File: src/rtl/fp_accum_rne.sv
// fp_accum_rne: streaming sign/exp/mant accumulator with RNE rounding, saturation and per-group results
module fp_accum_rne #(
  parameter int MANT_W = 23,
  parameter int EXP_W = 8,
  parameter int CNT_W = 8
) (
  input  logic              clk_i,
  input  logic              rst_i,
  input  logic              clear_i,
  input  logic              in_valid_i,
  output logic              in_ready_o,
  input  logic              in_last_i,
  input  logic              in_sign_i,
  input  logic [EXP_W-1:0]  in_exp_i,
  input  logic [MANT_W-1:0] in_mant_i,
  output logic              out_valid_o,
  input  logic              out_ready_i,
  output logic              out_sign_o,
  output logic [EXP_W-1:0]  out_exp_o,
  output logic [MANT_W-1:0] out_mant_o,
  output logic [CNT_W-1:0]  out_cnt_o,
  output logic              out_ovf_o
);
  localparam int W = MANT_W + 4;
  localparam int SW = MANT_W + 3;
  localparam int EXP_TOP = (1 << EXP_W) - 1;
  localparam logic [EXP_W-1:0] EXP_SAT = {{(EXP_W-1){1'b1}}, 1'b0};
  logic acc_full, acc_sign, ovf, accept, a_big, b_sign, s_sign;
  logic [EXP_W-1:0] acc_exp, b_exp, s_exp, r_exp, res_exp;
  logic [MANT_W-1:0] acc_mant, b_mant, s_mant, r_mant, res_mant;
  logic [CNT_W-1:0] cnt, cnt_nx;
  logic [31:0] b_ee, s_ee, diff, e, lz, sh, en, fe;
  logic [SW-1:0] ss, al;
  logic st, up, sat, zero, r_sign, res_sign, res_ovf;
  logic [W:0] sum;
  logic [W-1:0] n, nn;
  logic [MANT_W+1:0] m;
  assign in_ready_o = ~clear_i & ~(out_valid_o & ~out_ready_i);
  assign accept = in_valid_i & in_ready_o;
  assign a_big = {acc_exp, acc_mant} >= {in_exp_i, in_mant_i};
  assign b_sign = a_big ? acc_sign : in_sign_i;
  assign s_sign = a_big ? in_sign_i : acc_sign;
  assign b_exp = a_big ? acc_exp : in_exp_i;
  assign s_exp = a_big ? in_exp_i : acc_exp;
  assign b_mant = a_big ? acc_mant : in_mant_i;
  assign s_mant = a_big ? in_mant_i : acc_mant;
  assign b_ee = (b_exp == '0) ? 32'd1 : 32'(b_exp);
  assign s_ee = (s_exp == '0) ? 32'd1 : 32'(s_exp);
  assign diff = b_ee - s_ee;
  assign ss = {|s_exp, s_mant, 2'b00};
  assign al = (diff >= SW) ? '0 : ss >> diff;
  assign st = (diff >= SW) ? |ss : |(ss & ~({SW{1'b1}} << diff));
  assign sum = (b_sign == s_sign) ? {1'b0, |b_exp, b_mant, 3'b000} + {1'b0, al, st}
                                  : {1'b0, |b_exp, b_mant, 3'b000} - {1'b0, al, st};
  assign n = sum[W] ? {sum[W:2], |sum[1:0]} : sum[W-1:0];
  assign e = b_ee + 32'(sum[W]);
  always_comb begin
    lz = 32'(W);
    for (int i = 0; i < W; i++) lz = n[i] ? 32'(W - 1 - i) : lz;
  end
  assign sh = (lz > e - 1) ? e - 1 : lz;
  assign nn = n << sh;
  assign en = e - sh;
  assign up = nn[2] & (nn[1] | nn[0] | nn[3]);
  assign m = {1'b0, nn[W-1:3]} + {{(MANT_W+1){1'b0}}, up};
  assign fe = m[MANT_W+1] ? en + 1 : (m[MANT_W] ? en : 32'd0);
  assign sat = fe >= EXP_TOP;
  assign zero = m == '0;
  assign r_sign = b_sign & ~zero;
  assign r_exp = sat ? EXP_SAT : fe[EXP_W-1:0];
  assign r_mant = sat ? '1 : m[MANT_W-1:0];
  assign res_sign = acc_full ? r_sign : in_sign_i;
  assign res_exp = acc_full ? r_exp : in_exp_i;
  assign res_mant = acc_full ? r_mant : in_mant_i;
  assign res_ovf = acc_full & sat;
  assign cnt_nx = (cnt == '1) ? cnt : cnt + {{(CNT_W-1){1'b0}}, 1'b1};
  always_ff @(posedge clk_i) begin
    if (rst_i) begin
      acc_full <= 1'b0;
      acc_sign <= 1'b0;
      acc_exp <= '0;
      acc_mant <= '0;
      cnt <= '0;
      ovf <= 1'b0;
      out_valid_o <= 1'b0;
      out_sign_o <= 1'b0;
      out_exp_o <= '0;
      out_mant_o <= '0;
      out_cnt_o <= '0;
      out_ovf_o <= 1'b0;
    end else begin
      if (clear_i) begin
        acc_full <= 1'b0;
        cnt <= '0;
        ovf <= 1'b0;
      end else if (accept) begin
        acc_full <= ~in_last_i;
        acc_sign <= res_sign;
        acc_exp <= res_exp;
        acc_mant <= res_mant;
        cnt <= in_last_i ? '0 : cnt_nx;
        ovf <= ~in_last_i & (ovf | res_ovf);
      end
      if (accept & in_last_i) begin
        out_valid_o <= 1'b1;
        out_sign_o <= res_sign;
        out_exp_o <= res_exp;
        out_mant_o <= res_mant;
        out_cnt_o <= cnt_nx;
        out_ovf_o <= ovf | res_ovf;
      end else if (out_ready_i) begin
        out_valid_o <= 1'b0;
      end
    end
  end
endmodule

File: config.mk
export PLATFORM = sky130hd
export DESIGN_NAME = fp_accum_rne
export DESIGN_NICKNAME = d
export VERILOG_FILES = /design/src/rtl/fp_accum_rne.sv
export SDC_FILE = /design/constraint.sdc
export NUM_CORES = 1
export LEC_CHECK = 0
export BUFFER_PORTS_ARGS = -buffer_cell sky130_fd_sc_hd__buf_4
export CAP_MARGIN = 40
export CORE_MARGIN = 1
export CORE_UTILIZATION = 47
export CTS_CLUSTER_SIZE = 28
export DETAILED_ROUTE_END_ITERATION = 8
export PLACE_DENSITY = 0.74
export SLEW_MARGIN = 20
export SYNTH_ARGS = -nofsm -noshare
export SYNTH_HDL_FRONTEND = slang
export SYNTH_SLANG_ARGS = --single-unit
File: constraint.sdc
create_clock -name clk_i -period 30.5 [get_ports clk_i]
set_clock_uncertainty 0.15 [all_clocks]
set_input_delay 4.575 -clock clk_i [delete_from_list [all_inputs] [get_ports clk_i]]
set_output_delay 4.575 -clock clk_i [all_outputs]
set_load 0.01 [all_outputs]
==> results.sh <==
export IMPL_gr_total_overflow=0
export IMPL_grt_max_degree=80
export IMPL_min_path_cells=2
export IMPL_crit_type="in2reg"
export IMPL_io_pins=81
export IMPL_clkSinkCount=84
export IMPL_ff2ff_setup_slack_ns=8.41
export IMPL_vias=21767
export IMPL_post_route_drc_count=0
export IMPL_synthToLayoutAreaGrowth_pct=7.645
export IMPL_arrival_ns=25.98
export IMPL_finalWorstPathRequiredPeriod_ns=25.92
export IMPL_place_area_sq_um=18390
export IMPL_drv_slew=0
export IMPL_fin_cells=3030
export IMPL_fin_crit_sh_pct=84.99
export IMPL_gp_congestion=1.066
export IMPL_layout_nets=2709
export IMPL_core_sq_um=36520
export IMPL_rsz0062_at_grt="false"
export IMPL_postCtsSetupBuffers=0
export IMPL_wl_um=83410
export IMPL_antenna_found_initial=0
export IMPL_maxSlewHeadroom_pct=36.26
export IMPL_initial_core_util_pct=47.64
export IMPL_r2r_cells=78
export IMPL_port_buffers=80
export IMPL_grt_usage_pct=42.85
export IMPL_grt_use_met2_pct=68.05
export IMPL_cts_resized=0
export IMPL_cts_root_buf="clkbuf_16"
export IMPL_holdWs_ns=0.3150
export IMPL_clk_path_buf_depth=2
export IMPL_grt_pass1_vias=20154
export IMPL_worst_slack_ns=4.577
export IMPL_vdd_ir_drop_max_mv=0.03079
export IMPL_fmax_mhz=38.58
export IMPL_dp_slack_ns=4.862
export IMPL_final_seq_area_sq_um=1682
export IMPL_synth_edf_count=0
export IMPL_grtUsageMet1_pct=55.75
export IMPL_fillers=3748
export IMPL_dieArea_sq_um=37790
export IMPL_status="complete, no violations"
export IMPL_detailed_place_hpwl_um=65660
export IMPL_powerDensity_nw_per_um2=56.83
export IMPL_htreeDepth=3
export IMPL_via_per_inst=7.184
export IMPL_rows=70
export IMPL_cp_slowest_cell="and3_1"
export IMPL_min_from="out_exp_o[6]"
export IMPL_cts_tree="built"
export IMPL_numCtsBuffers=9
export IMPL_worstPathMaxFanout=79
export IMPL_finalHoldViolCount=0
export IMPL_p_total_mw=1.064
export IMPL_path_common_cell="inv_1"
export IMPL_drtIter0Drc=3091
export IMPL_synth_distinct_cells=112
export IMPL_reg2reg_from="acc_mant[16]"
export IMPL_final_setup_tns_ns=0
export IMPL_clk_latency_ns=0.36
export IMPL_ys_ff_latch=84
export IMPL_globalRouteMet3Util_pct=7.722
export IMPL_r2r_end="out_mant_o[14]"
export IMPL_worstSetupStartpointType="input port"
export IMPL_synthFlopType="dfxtp_1"
export IMPL_dpl_cell_count=3006
export IMPL_max_stage_delay_ns=0.76
export IMPL_hold_class="reg2reg"
export IMPL_drive_gt1_share_pct=11.32
export IMPL_wl_per_cell_um=27.53
export IMPL_clk_pin_slew_ns=0.06
export IMPL_yosysWarnings=0
export IMPL_fin_util_pct=51.28
export IMPL_dr_pass1_iters=7
export IMPL_setup_viol=0
export IMPL_min_to="out_exp_o[6]"
export IMPL_grt_pass1_wl_um=125900
export IMPL_top_usage_layer="met2"
export IMPL_die_w_um=194.4
export IMPL_leakagePower_nw=7.315
export IMPL_multi_input_area_sq_um=14700
export IMPL_avgSynthCellArea_sq_um=6.783
export IMPL_netlist_instances=2565
export IMPL_synth_area_sq_um=17400
export IMPL_cts_hold_fix_buffers=0
export IMPL_crit_required_ns=30.56
export IMPL_final_cell_area_sq_um=18730
export IMPL_die_h_um=194.4
export IMPL_synthArstFlopShare_pct=0
export IMPL_drv_cap=0
export IMPL_worst_pin_slew_ns=0.9460
export IMPL_yosysSeqAreaShare_pct=9.666
export IMPL_drtAntennaViolNets=0
export IMPL_endpoint_kind="register"
kinds of logic after synthesis:
| logic type | share of synthesized area [%] |
|---|---|
| simple gates | 29.81 |
| compound gates | 36.30 |
| buf+inv | 6.350 |
| fa+ha+maj | 8.400 |
| mux | 6.379 |
| flops | 9.666 |
| xor+xnor | 3.071 |
| other cells | 0.02155 |
power by group:
group	switching [mW]	internal, mW
Sequential	0.00981	0.114
Clock	0.0487	0.0624
Combinational	0.567	0.262
Total	0.625	0.439
worst max-delay path, delay by kind of cell:
kind                       cells  cell delay (ns)
and+or+nand+nor               25             7.13
adders and majority gates      9             3.23
AOI/OAI and AO/OA             29             6.94
xor gates and xnor gates       1             0.47
buffers and inverters         16             3.51
worst max-delay path by stage:
stage	startpoint	to	slack, ns	cells past startpoint
after global placement	in_mant_i[18]	out_mant_o[14]	5.29	77
after global routing	in_mant_i[18]	acc_mant[9]	2.93	80
after detailed placement	in_exp_i[3]	acc_mant[14]	4.86	80
after CTS	in_exp_i[3]	acc_mant[14]	5.15	80
after floorplan	in_exp_i[6]	acc_mant[14]	8.23	89
final	in_exp_i[3]	out_mant_o[14]	4.58	80
sequential cells by signal, indices dropped and copies added (netlist names):
name / cells
out_valid_o: 1
out_mant_o: 23
out_exp_o: 8
cnt: 8
out_sign_o: 1
acc_sign: 1
ovf: 1
acc_full: 1
acc_exp: 8
acc_mant: 23
out_ovf_o: 1
out_cnt_o: 8
area by class of cell:
| class | instances | area share (%) |
|---|---|---|
| Clock buffer | 12 | 1.423 |
| Antenna cell | 1 | 0.01336 |
| Multi-Input combinational cell | 2205 | 78.47 |
| Sequential cell | 84 | 8.979 |
| Timing Repair Buffer | 137 | 5.445 |
| Tap cell | 468 | 3.127 |
| Inverter | 119 | 2.385 |
| Clock inverter | 4 | 0.1603 |
cell usage after synthesis (12+ instances only):
cell type,count,area (sq um)
a211oi_1,52,390.4
a211oi_2,12,150.1
a21o_1,41,307.8
a21oi_1,207,1036
a311oi_1,14,122.6
a31oi_1,31,193.9
and2_1,24,150.1
and3_1,26,162.7
buf_1,21,78.83
buf_2,21,105.1
clkbuf_1,115,431.7
dfxtp_1,84,1682
ha_1,112,1401
inv_1,114,427.9
mux2_2,19,214.0
mux2i_1,67,670.6
nand2_1,265,994.7
nand2b_1,23,143.9
nand3_1,86,430.4
nand3b_1,33,247.7
nand4_1,50,312.8
nor2_1,264,991.0
nor2b_1,23,143.9
nor3_1,89,445.4
nor4_1,33,206.5
o211ai_1,34,255.2
o21a_1,18,135.1
o21ai_0,143,715.7
o21bai_1,21,157.7
o221ai_1,12,105.1
o22ai_1,23,143.9
o31a_1,13,113.9
o31ai_1,65,488.0
or2_2,21,131.4
or3_1,27,168.9
or4_1,16,120.1
xnor2_1,40,350.3
xor2_1,21,183.9
layout by cell type, fill, tap and decap left out, types with 26 or more instances in the layout:
master,Yosys,routed
o31ai_1,65,65
buf_4,5,121
nor2_1,264,264
and3_1,26,26
inv_1,114,114
xnor2_1,40,38
nand3_1,86,86
nor3_1,89,89
a21oi_1,207,207
o21ai_0,143,143
ha_1,112,111
a31oi_1,31,31
a211oi_1,52,51
dfxtp_1,84,84
a21o_1,41,41
nand3b_1,33,33
nand4_1,50,50
nand2_1,265,265
mux2i_1,67,67
nor4_1,33,33
o211ai_1,34,34
or3_1,27,27
metal layers:
layer / share of wire, % / vias up
li1: - / 9730
met1: 40 / 10332
met2: 44 / 1425
met3: 10 / 280
met4: 5.6 / 0
met5: 0 / -
(Power assumes the default switching activity.)
